[config.mk]
export PLATFORM = sky130hd
export DESIGN_NAME = seg_scan_ctrl
export DESIGN_NICKNAME = d
export VERILOG_FILES = /design/src/rtl/seg_pkg.sv /design/src/rtl/seg_hex_decode.sv /design/src/rtl/seg_scan_ctrl.sv
export SDC_FILE = /design/constraint.sdc
export NUM_CORES = 1
export LEC_CHECK = 0
export BUFFER_PORTS_ARGS = -buffer_cell sky130_fd_sc_hd__buf_2
export CORE_MARGIN = 5
export CORE_UTILIZATION = 30
export DETAILED_ROUTE_END_ITERATION = 7
export PLACE_DENSITY = 0.51
export SKIP_LAST_GASP = 1
export SLEW_MARGIN = 20
export SYNTH_ARGS = -nofsm -noshare
export SYNTH_HDL_FRONTEND = slang
export SYNTH_SLANG_ARGS = --single-unit
[constraint.sdc]
create_clock -name clk_50M -period 3.5 [get_ports clk_50M]
set_clock_uncertainty 0.05 [all_clocks]
set_input_delay 0.175 -clock clk_50M [delete_from_list [all_inputs] [get_ports clk_50M]]
set_output_delay 0.175 -clock clk_50M [all_outputs]
set_load 0.02 [all_outputs]
[src/rtl/seg_pkg.sv]
// Shared constants for the seven-segment display blocks: active-low glyphs,
// blank patterns and the counter width helper.
package seg_pkg;

    localparam logic [7:0] SEG_OFF = 8'hFF;
    localparam logic [7:0] SEL_OFF = 8'hFF;

    localparam logic [6:0] GLYPH_0 = 7'h40;
    localparam logic [6:0] GLYPH_1 = 7'h79;
    localparam logic [6:0] GLYPH_2 = 7'h24;
    localparam logic [6:0] GLYPH_3 = 7'h30;
    localparam logic [6:0] GLYPH_4 = 7'h19;
    localparam logic [6:0] GLYPH_5 = 7'h12;
    localparam logic [6:0] GLYPH_6 = 7'h02;
    localparam logic [6:0] GLYPH_7 = 7'h78;
    localparam logic [6:0] GLYPH_8 = 7'h00;
    localparam logic [6:0] GLYPH_9 = 7'h10;
    localparam logic [6:0] GLYPH_A = 7'h08;
    localparam logic [6:0] GLYPH_B = 7'h03;
    localparam logic [6:0] GLYPH_C = 7'h46;
    localparam logic [6:0] GLYPH_D = 7'h21;
    localparam logic [6:0] GLYPH_E = 7'h06;
    localparam logic [6:0] GLYPH_F = 7'h0E;

    typedef enum logic {
        PH_DEAD,
        PH_LIT
    } slot_phase_e;

    // Bits needed to count 0..n-1; never less than one bit.
    function automatic int cnt_width(input int n);
        return (n <= 2) ? 1 : $clog2(n);
    endfunction

endpackage

[src/rtl/seg_hex_decode.sv]
// Combinational 4-bit to 7-segment decoder, active-low, bit order g..a.
module seg_hex_decode
    import seg_pkg::*;
(
    input  logic [3:0] hex_i,
    output logic [6:0] seg_o
);

    always_comb begin
        seg_o = GLYPH_0;
        case (hex_i)
            4'h0: seg_o = GLYPH_0;
            4'h1: seg_o = GLYPH_1;
            4'h2: seg_o = GLYPH_2;
            4'h3: seg_o = GLYPH_3;
            4'h4: seg_o = GLYPH_4;
            4'h5: seg_o = GLYPH_5;
            4'h6: seg_o = GLYPH_6;
            4'h7: seg_o = GLYPH_7;
            4'h8: seg_o = GLYPH_8;
            4'h9: seg_o = GLYPH_9;
            4'hA: seg_o = GLYPH_A;
            4'hB: seg_o = GLYPH_B;
            4'hC: seg_o = GLYPH_C;
            4'hD: seg_o = GLYPH_D;
            4'hE: seg_o = GLYPH_E;
            default: seg_o = GLYPH_F;
        endcase
    end

endmodule

[src/rtl/seg_scan_ctrl.sv]
// Multiplexed seven-segment scan controller with double-buffered frame loads.
// Define SEG_LZ_BLANK_EN to enable leading-zero blanking.
module seg_scan_ctrl
    import seg_pkg::*;
#(
    parameter int DIGITS   = 6,
    parameter int CLK_HZ   = 50_000_000,
    parameter int SCAN_HZ  = 1000,
    parameter int DEAD_CYC = 50
) (
    input  logic                  clk_50M,
    input  logic                  rst_n,
    input  logic [4*DIGITS-1:0]   bcd_in,
    input  logic [DIGITS-1:0]     dp_in,
    input  logic                  load,
    output logic [DIGITS-1:0]     seg_sel,
    output logic [7:0]            seg_led,
    output logic                  frame_start,
    output logic                  upd_done
);

    localparam int DWELL = CLK_HZ / SCAN_HZ;
    localparam int CW    = cnt_width(DWELL);
    localparam int IW    = cnt_width(DIGITS);
    localparam logic [CW-1:0] CNT_LAST = CW'(DWELL - 1);
    localparam logic [CW-1:0] DEAD_LIM = CW'(DEAD_CYC);
    localparam logic [IW-1:0] IDX_LAST = IW'(DIGITS - 1);

    logic [CW-1:0]        cnt_q, cnt_d;
    logic [IW-1:0]        idx_q, idx_d;
    logic [4*DIGITS-1:0]  pend_bcd_q, pend_bcd_d, shadow_bcd_q, shadow_bcd_d;
    logic [DIGITS-1:0]    pend_dp_q, pend_dp_d, shadow_dp_q, shadow_dp_d;
    logic                 pend_v_q, pend_v_d, shadow_upd_q, shadow_upd_d;
    logic [DIGITS-1:0]    seg_sel_q, seg_sel_d;
    logic [7:0]           seg_led_q, seg_led_d;
    logic                 frame_start_q, upd_done_q;

    logic                 wrap, boundary;
    logic [DIGITS-1:0]    blank_mask;
    logic [3:0]           cur_nib;
    logic                 cur_dp, cur_blank;
    logic [6:0]           cur_glyph;
    slot_phase_e          phase;

    assign wrap     = (cnt_q == CNT_LAST);
    assign boundary = wrap && (idx_q == IDX_LAST);

    // Boundary transfers bypass the pending buffer when a load coincides with it.
    always_comb begin
        cnt_d        = wrap ? '0 : cnt_q + 1'b1;
        idx_d        = idx_q;
        pend_bcd_d   = pend_bcd_q;
        pend_dp_d    = pend_dp_q;
        pend_v_d     = pend_v_q;
        shadow_bcd_d = shadow_bcd_q;
        shadow_dp_d  = shadow_dp_q;
        shadow_upd_d = 1'b0;
        if (wrap) begin
            idx_d = (idx_q == IDX_LAST) ? '0 : idx_q + 1'b1;
        end
        if (boundary) begin
            if (load) begin
                shadow_bcd_d = bcd_in;
                shadow_dp_d  = dp_in;
                shadow_upd_d = 1'b1;
            end else if (pend_v_q) begin
                shadow_bcd_d = pend_bcd_q;
                shadow_dp_d  = pend_dp_q;
                shadow_upd_d = 1'b1;
            end
            pend_v_d = 1'b0;
        end else if (load) begin
            pend_bcd_d = bcd_in;
            pend_dp_d  = dp_in;
            pend_v_d   = 1'b1;
        end
    end

`ifdef SEG_LZ_BLANK_EN
    logic nz_above;

    // A digit is blank while nothing at or above it is non-zero or has its dp set.
    always_comb begin
        blank_mask = '0;
        nz_above   = 1'b0;
        for (int k = DIGITS - 1; k >= 1; k--) begin
            nz_above      = nz_above | (shadow_bcd_q[4*k +: 4] != 4'h0) | shadow_dp_q[k];
            blank_mask[k] = ~nz_above;
        end
    end
`else
    assign blank_mask = '0;
`endif

    always_comb begin
        cur_nib   = 4'h0;
        cur_dp    = 1'b0;
        cur_blank = 1'b0;
        for (int k = 0; k < DIGITS; k++) begin
            if (int'(idx_q) == k) begin
                cur_nib   = shadow_bcd_q[4*k +: 4];
                cur_dp    = shadow_dp_q[k];
                cur_blank = blank_mask[k];
            end
        end
    end

    seg_hex_decode u_dec (
        .hex_i (cur_nib),
        .seg_o (cur_glyph)
    );

    always_comb begin
        phase     = (cnt_q < DEAD_LIM) ? PH_DEAD : PH_LIT;
        seg_sel_d = SEL_OFF[DIGITS-1:0];
        seg_led_d = SEG_OFF;
        if (phase == PH_LIT && !cur_blank) begin
            seg_sel_d = ~(DIGITS'(1) << idx_q);
            seg_led_d = {~cur_dp, cur_glyph};
        end
    end

    always_ff @(posedge clk_50M) begin
        if (!rst_n) begin
            cnt_q         <= '0;
            idx_q         <= '0;
            pend_bcd_q    <= '0;
            pend_dp_q     <= '0;
            pend_v_q      <= 1'b0;
            shadow_bcd_q  <= '0;
            shadow_dp_q   <= '0;
            shadow_upd_q  <= 1'b0;
            seg_sel_q     <= SEL_OFF[DIGITS-1:0];
            seg_led_q     <= SEG_OFF;
            frame_start_q <= 1'b0;
            upd_done_q    <= 1'b0;
        end else begin
            cnt_q         <= cnt_d;
            idx_q         <= idx_d;
            pend_bcd_q    <= pend_bcd_d;
            pend_dp_q     <= pend_dp_d;
            pend_v_q      <= pend_v_d;
            shadow_bcd_q  <= shadow_bcd_d;
            shadow_dp_q   <= shadow_dp_d;
            shadow_upd_q  <= shadow_upd_d;
            seg_sel_q     <= seg_sel_d;
            seg_led_q     <= seg_led_d;
            frame_start_q <= (cnt_q == '0) && (idx_q == '0);
            upd_done_q    <= shadow_upd_q;
        end
    end

    assign seg_sel     = seg_sel_q;
    assign seg_led     = seg_led_q;
    assign frame_start = frame_start_q;
    assign upd_done    = upd_done_q;

endmodule

==> metrics.md <==
| Metric | Value |
|---|---|
| Status | `finished clean` |
| Critical path's slowest cell | `a311oi_1` |
| CTS root buffer | `clkbuf_16` |
| Worst skew pair latency | `0.35 ns` |
| Mapped Area | `0.00468 mm2` |
| DPL Wire Length | `7080 um` |
| Total global-route track usage | `11.6%` |
| Synth area leader | `dfxtp_1` |
| Hold Crit Class | `in2reg` |
| Cell Pwr Density | `428 mW/mm2` |
| WP data required | `around 3.7 ns` |
| Fin worst setup slack | `~0.23 ns` |
| Clk buf depth | `2` |
| Post-Syn Nets | `525` |
| Multi-input logic area | `0.00252 mm2` |
| Core Area | `0.0153 mm2` |
| Crit path top cell by count | `ha_1` |
| Fillers | `1531` |
| MaxCap Viol Count | `0` |
| Final std cells w/o fill | `732` |
| CP max stage delay | `0.73 ns` |
| Initial Utilization | `30.7%` |
| # diodes | `0` |
| # rows | `45` |
| Crit start category | `flop` |
| DRT antenna net count | `0` |
| First-pass GRT wire length | `16700 um` |
| Layout area overhead | `14.4%` |
| Height of the chip | `135 um` |
| RSZ-0062 raised after global routing | `false` |
| Inst Count DP | `about 720` |
| Pre-CTS WS | `slightly above 0.3 ns` |
| Vias per cell | `4.64` |
| Critical-path cell list | `and2_1, ha_1, or2_4, a221oi_1, a311oi_1, inv_1, ha_1, mux4_2, nand2b_1` |
| First drt pass iteration count | `4` |
| Setup violations, final | `0` |
| Bufs and invs on worst path | `1` |
| Crit path from | `idx_q[1]` |
| Worst-Margin Slew | `1.02 ns` |
| FF+latch area | `0.00194 mm2` |
| Maximum vdd drop | `roughly 250 uV` |
| DRC viols | `0` |
| TritonCTS Sinks | `97` |
| Post-synthesis sequential area ratio | `41.5%` |
| Post-synth EDFFs | `0` |
| Port Buffers | `48` |
| CTS Buf Count | `9` |
| Layout cells sized above 1 | `20.0%` |
| Vias in the first global route | `3218` |
| Die Wd | `about 130 um` |
| Die area | `between 0.015 and 0.02 mm2` |
| Rel. slew slack | `about 32%` |
| Crit path DAT | `3.42 ns` |
| Type of the worst setup path | `reg2reg` |
| Total wire length | `roughly 10000 um` |
| Post_cts resized | `0` |
| Vias post-DR | `3395` |
| Cell family with most CP delay | `compound AO/OA/AOI/OAI gates` |
| Final worst-path cycle share | `93.4%` |
| Final nets | `558` |
| Max Fclk | `306 MHz` |
| Antenna violations before repair | `0` |
| Synthesized flop and latch total | `between 90 and 100` |
| Post-route setup TNS | `0 ns` |
| GR Overflow Total | `0` |
| H-Tree Depth | `3` |
| Lkg Pwr | `0.00203 uW` |
| Share of the synthesized area in the top cell type | `a little over 40%` |
| Dominant cells by area after synthesis | `dfxtp_1, mux2i_1, mux2_2` |
| Post-synth top flop | `dfxtp_1` |
| Crit Reg-Reg Startpoint | `idx_q[1]` |
| Post-CTS Hold Buffers | `0` |
| Ys async rst share | `0%` |
| Post-CTS Repair Setup Buffers | `0` |
| Mapped Cells | `roughly 480` |
| Syn avg cell area | `9.69 um2` |
| DRT iter0 DRCs | `234` |
| Setup slack, reg-to-reg | `0.23 ns` |
| Pins Over Slew Limit | `0` |
| Netlist cell types | `57` |
| I/O pins | `49` |
| CTS tree | `built` |
| Worst-path fanout max | `18` |
| Count of final hold-check violations | `0` |
| Wire length per cell | `13.7 um` |
| Largest net degree at the start of global routing | `100` |
| Hold Crit Start | `bcd_in[19]` |
| Post-layout min period | `3.27 ns` |
| CP endpoint kind | `flop` |
| Synth warn | `0` |
| GP Congestion | `0.827` |
| Clock transition at path regs | `~0.070 ns` |
==> Yosys cell counts (6+ instances only) <==
master    count
nand3_1      10
xnor2_1       8
xor2_1        7
nor2_1       25
and2_1        8
buf_6         6
mux2_2       26
nand2_1      73
ha_1          9
inv_1        14
nor2b_1      26
dfxtp_1      97
clkbuf_1     18
and3_1        9
mux2i_1      71
==> stage by stage <==
step	util [%]	area (um2)	power, uW	hold slack, ns
2_1_floorplan	-	4680	1270	0.267
3_3_place_gp	33.1	5050	1310	0.382
3_5_place_dp	33.1	5050	1320	0.392
4_1_cts	35.1	5360	2340	0.0151
5_1_grt	35.1	5360	2400	0.0213
6_report	35.1	5360	2290	0.0268
==> worst register-to-register path, stage by stage, from the launching register on <==
cell	delay [ns]
dfxtp_1	0.63
and2_1	0.20
ha_1	0.16
or2_4	0.14
a221oi_1	0.05
a311oi_1	0.74
inv_1	0.23
ha_1	0.32
mux4_2	0.46
nand2b_1	0.15
==> registers in the layout, indices dropped and copies added (netlist names) <==
signal,flops
shadow_dp_q,6
cnt_q,16
pend_v_q,1
idx_q,3
shadow_bcd_q,24
upd_done,1
pend_dp_q,6
shadow_upd_q,1
pend_bcd_q,24
frame_start,1
seg_led,8
seg_sel,6
==> logic make-up (layout without fill, tap and decap cells) <==
kind of cell / Yosys count / after routing / share of synthesized area (%)
simple gates: 184 / 184 / 20.3
mux: 101 / 101 / 22.7
flops: 97 / 97 / 41.5
buf+inv: 45 / 83 / 4.94
compound gates: 32 / 32 / 5.37
xor+xnor: 15 / 15 / 2.81
fa+ha+maj: 9 / 9 / 2.41
==> layout by cell type (no fill, tap or decap), types with 2 or more instances in the layout <==
master and n:
nor4_1 2, nand4_1 2, or3_1 4, nand3_1 10, o22ai_1 2, and2_1 8, xor2_1 7, ha_1 9
nand2b_1 4, o21bai_1 4, o21ai_1 2, nand2_1 73, mux2i_1 71, and3_1 9, buf_4 5, and4_1 3
a21boi_0 2, clkbuf_16 9, dfxtp_1 97, nor2_1 25, nor2b_1 26, inv_1 14, buf_2 48, mux2_2 26
nor4_2 2, xnor2_1 8, mux2_1 2, o21ai_0 3, or4_1 2, a221oi_1 3, nand3b_1 4, a221o_1 3
clkinvlp_4 2, o311ai_1 2
==> metal layers <==
| metal | vias to the layer above | global-route usage [%] | wire length [um] |
|---|---|---|---|
| li1 | 1729 | - | - |
| met1 | 1585 | 15.9 | 5000 |
| met2 | 66 | 16.5 | 4240 |
| met3 | 15 | 2.94 | 519 |
| met4 | 0 | 6.17 | 251 |
| met5 | - | 0 | 0 |
==> worst paths after layout <==
kind	to	cells after the start
worst max register to register	seg_led[3]	9
worst min register to register	upd_done	1
worst min-delay path	pend_bcd_q[19]	3
worst max-delay path	seg_led[3]	9
==> power by group <==
group          leakage (uW)  switching, uW  internal [uW]
Combinational       0.00109           73.1           70.5
Sequential         0.000789           14.6           1130
Clock              0.000142            429            577
==> final cells by class <==
cell class / instances / share of cell area [%]
multi-input cells: 341 / 47.0
flip-flops and latches: 97 / 36.2
repair buffers: 53 / 5.18
well taps: 211 / 4.93
clock buffers: 11 / 4.53
clock inverters: 5 / 1.17
inverters: 14 / 0.981
No activity file was read; power rests on OpenSTA's default activity.
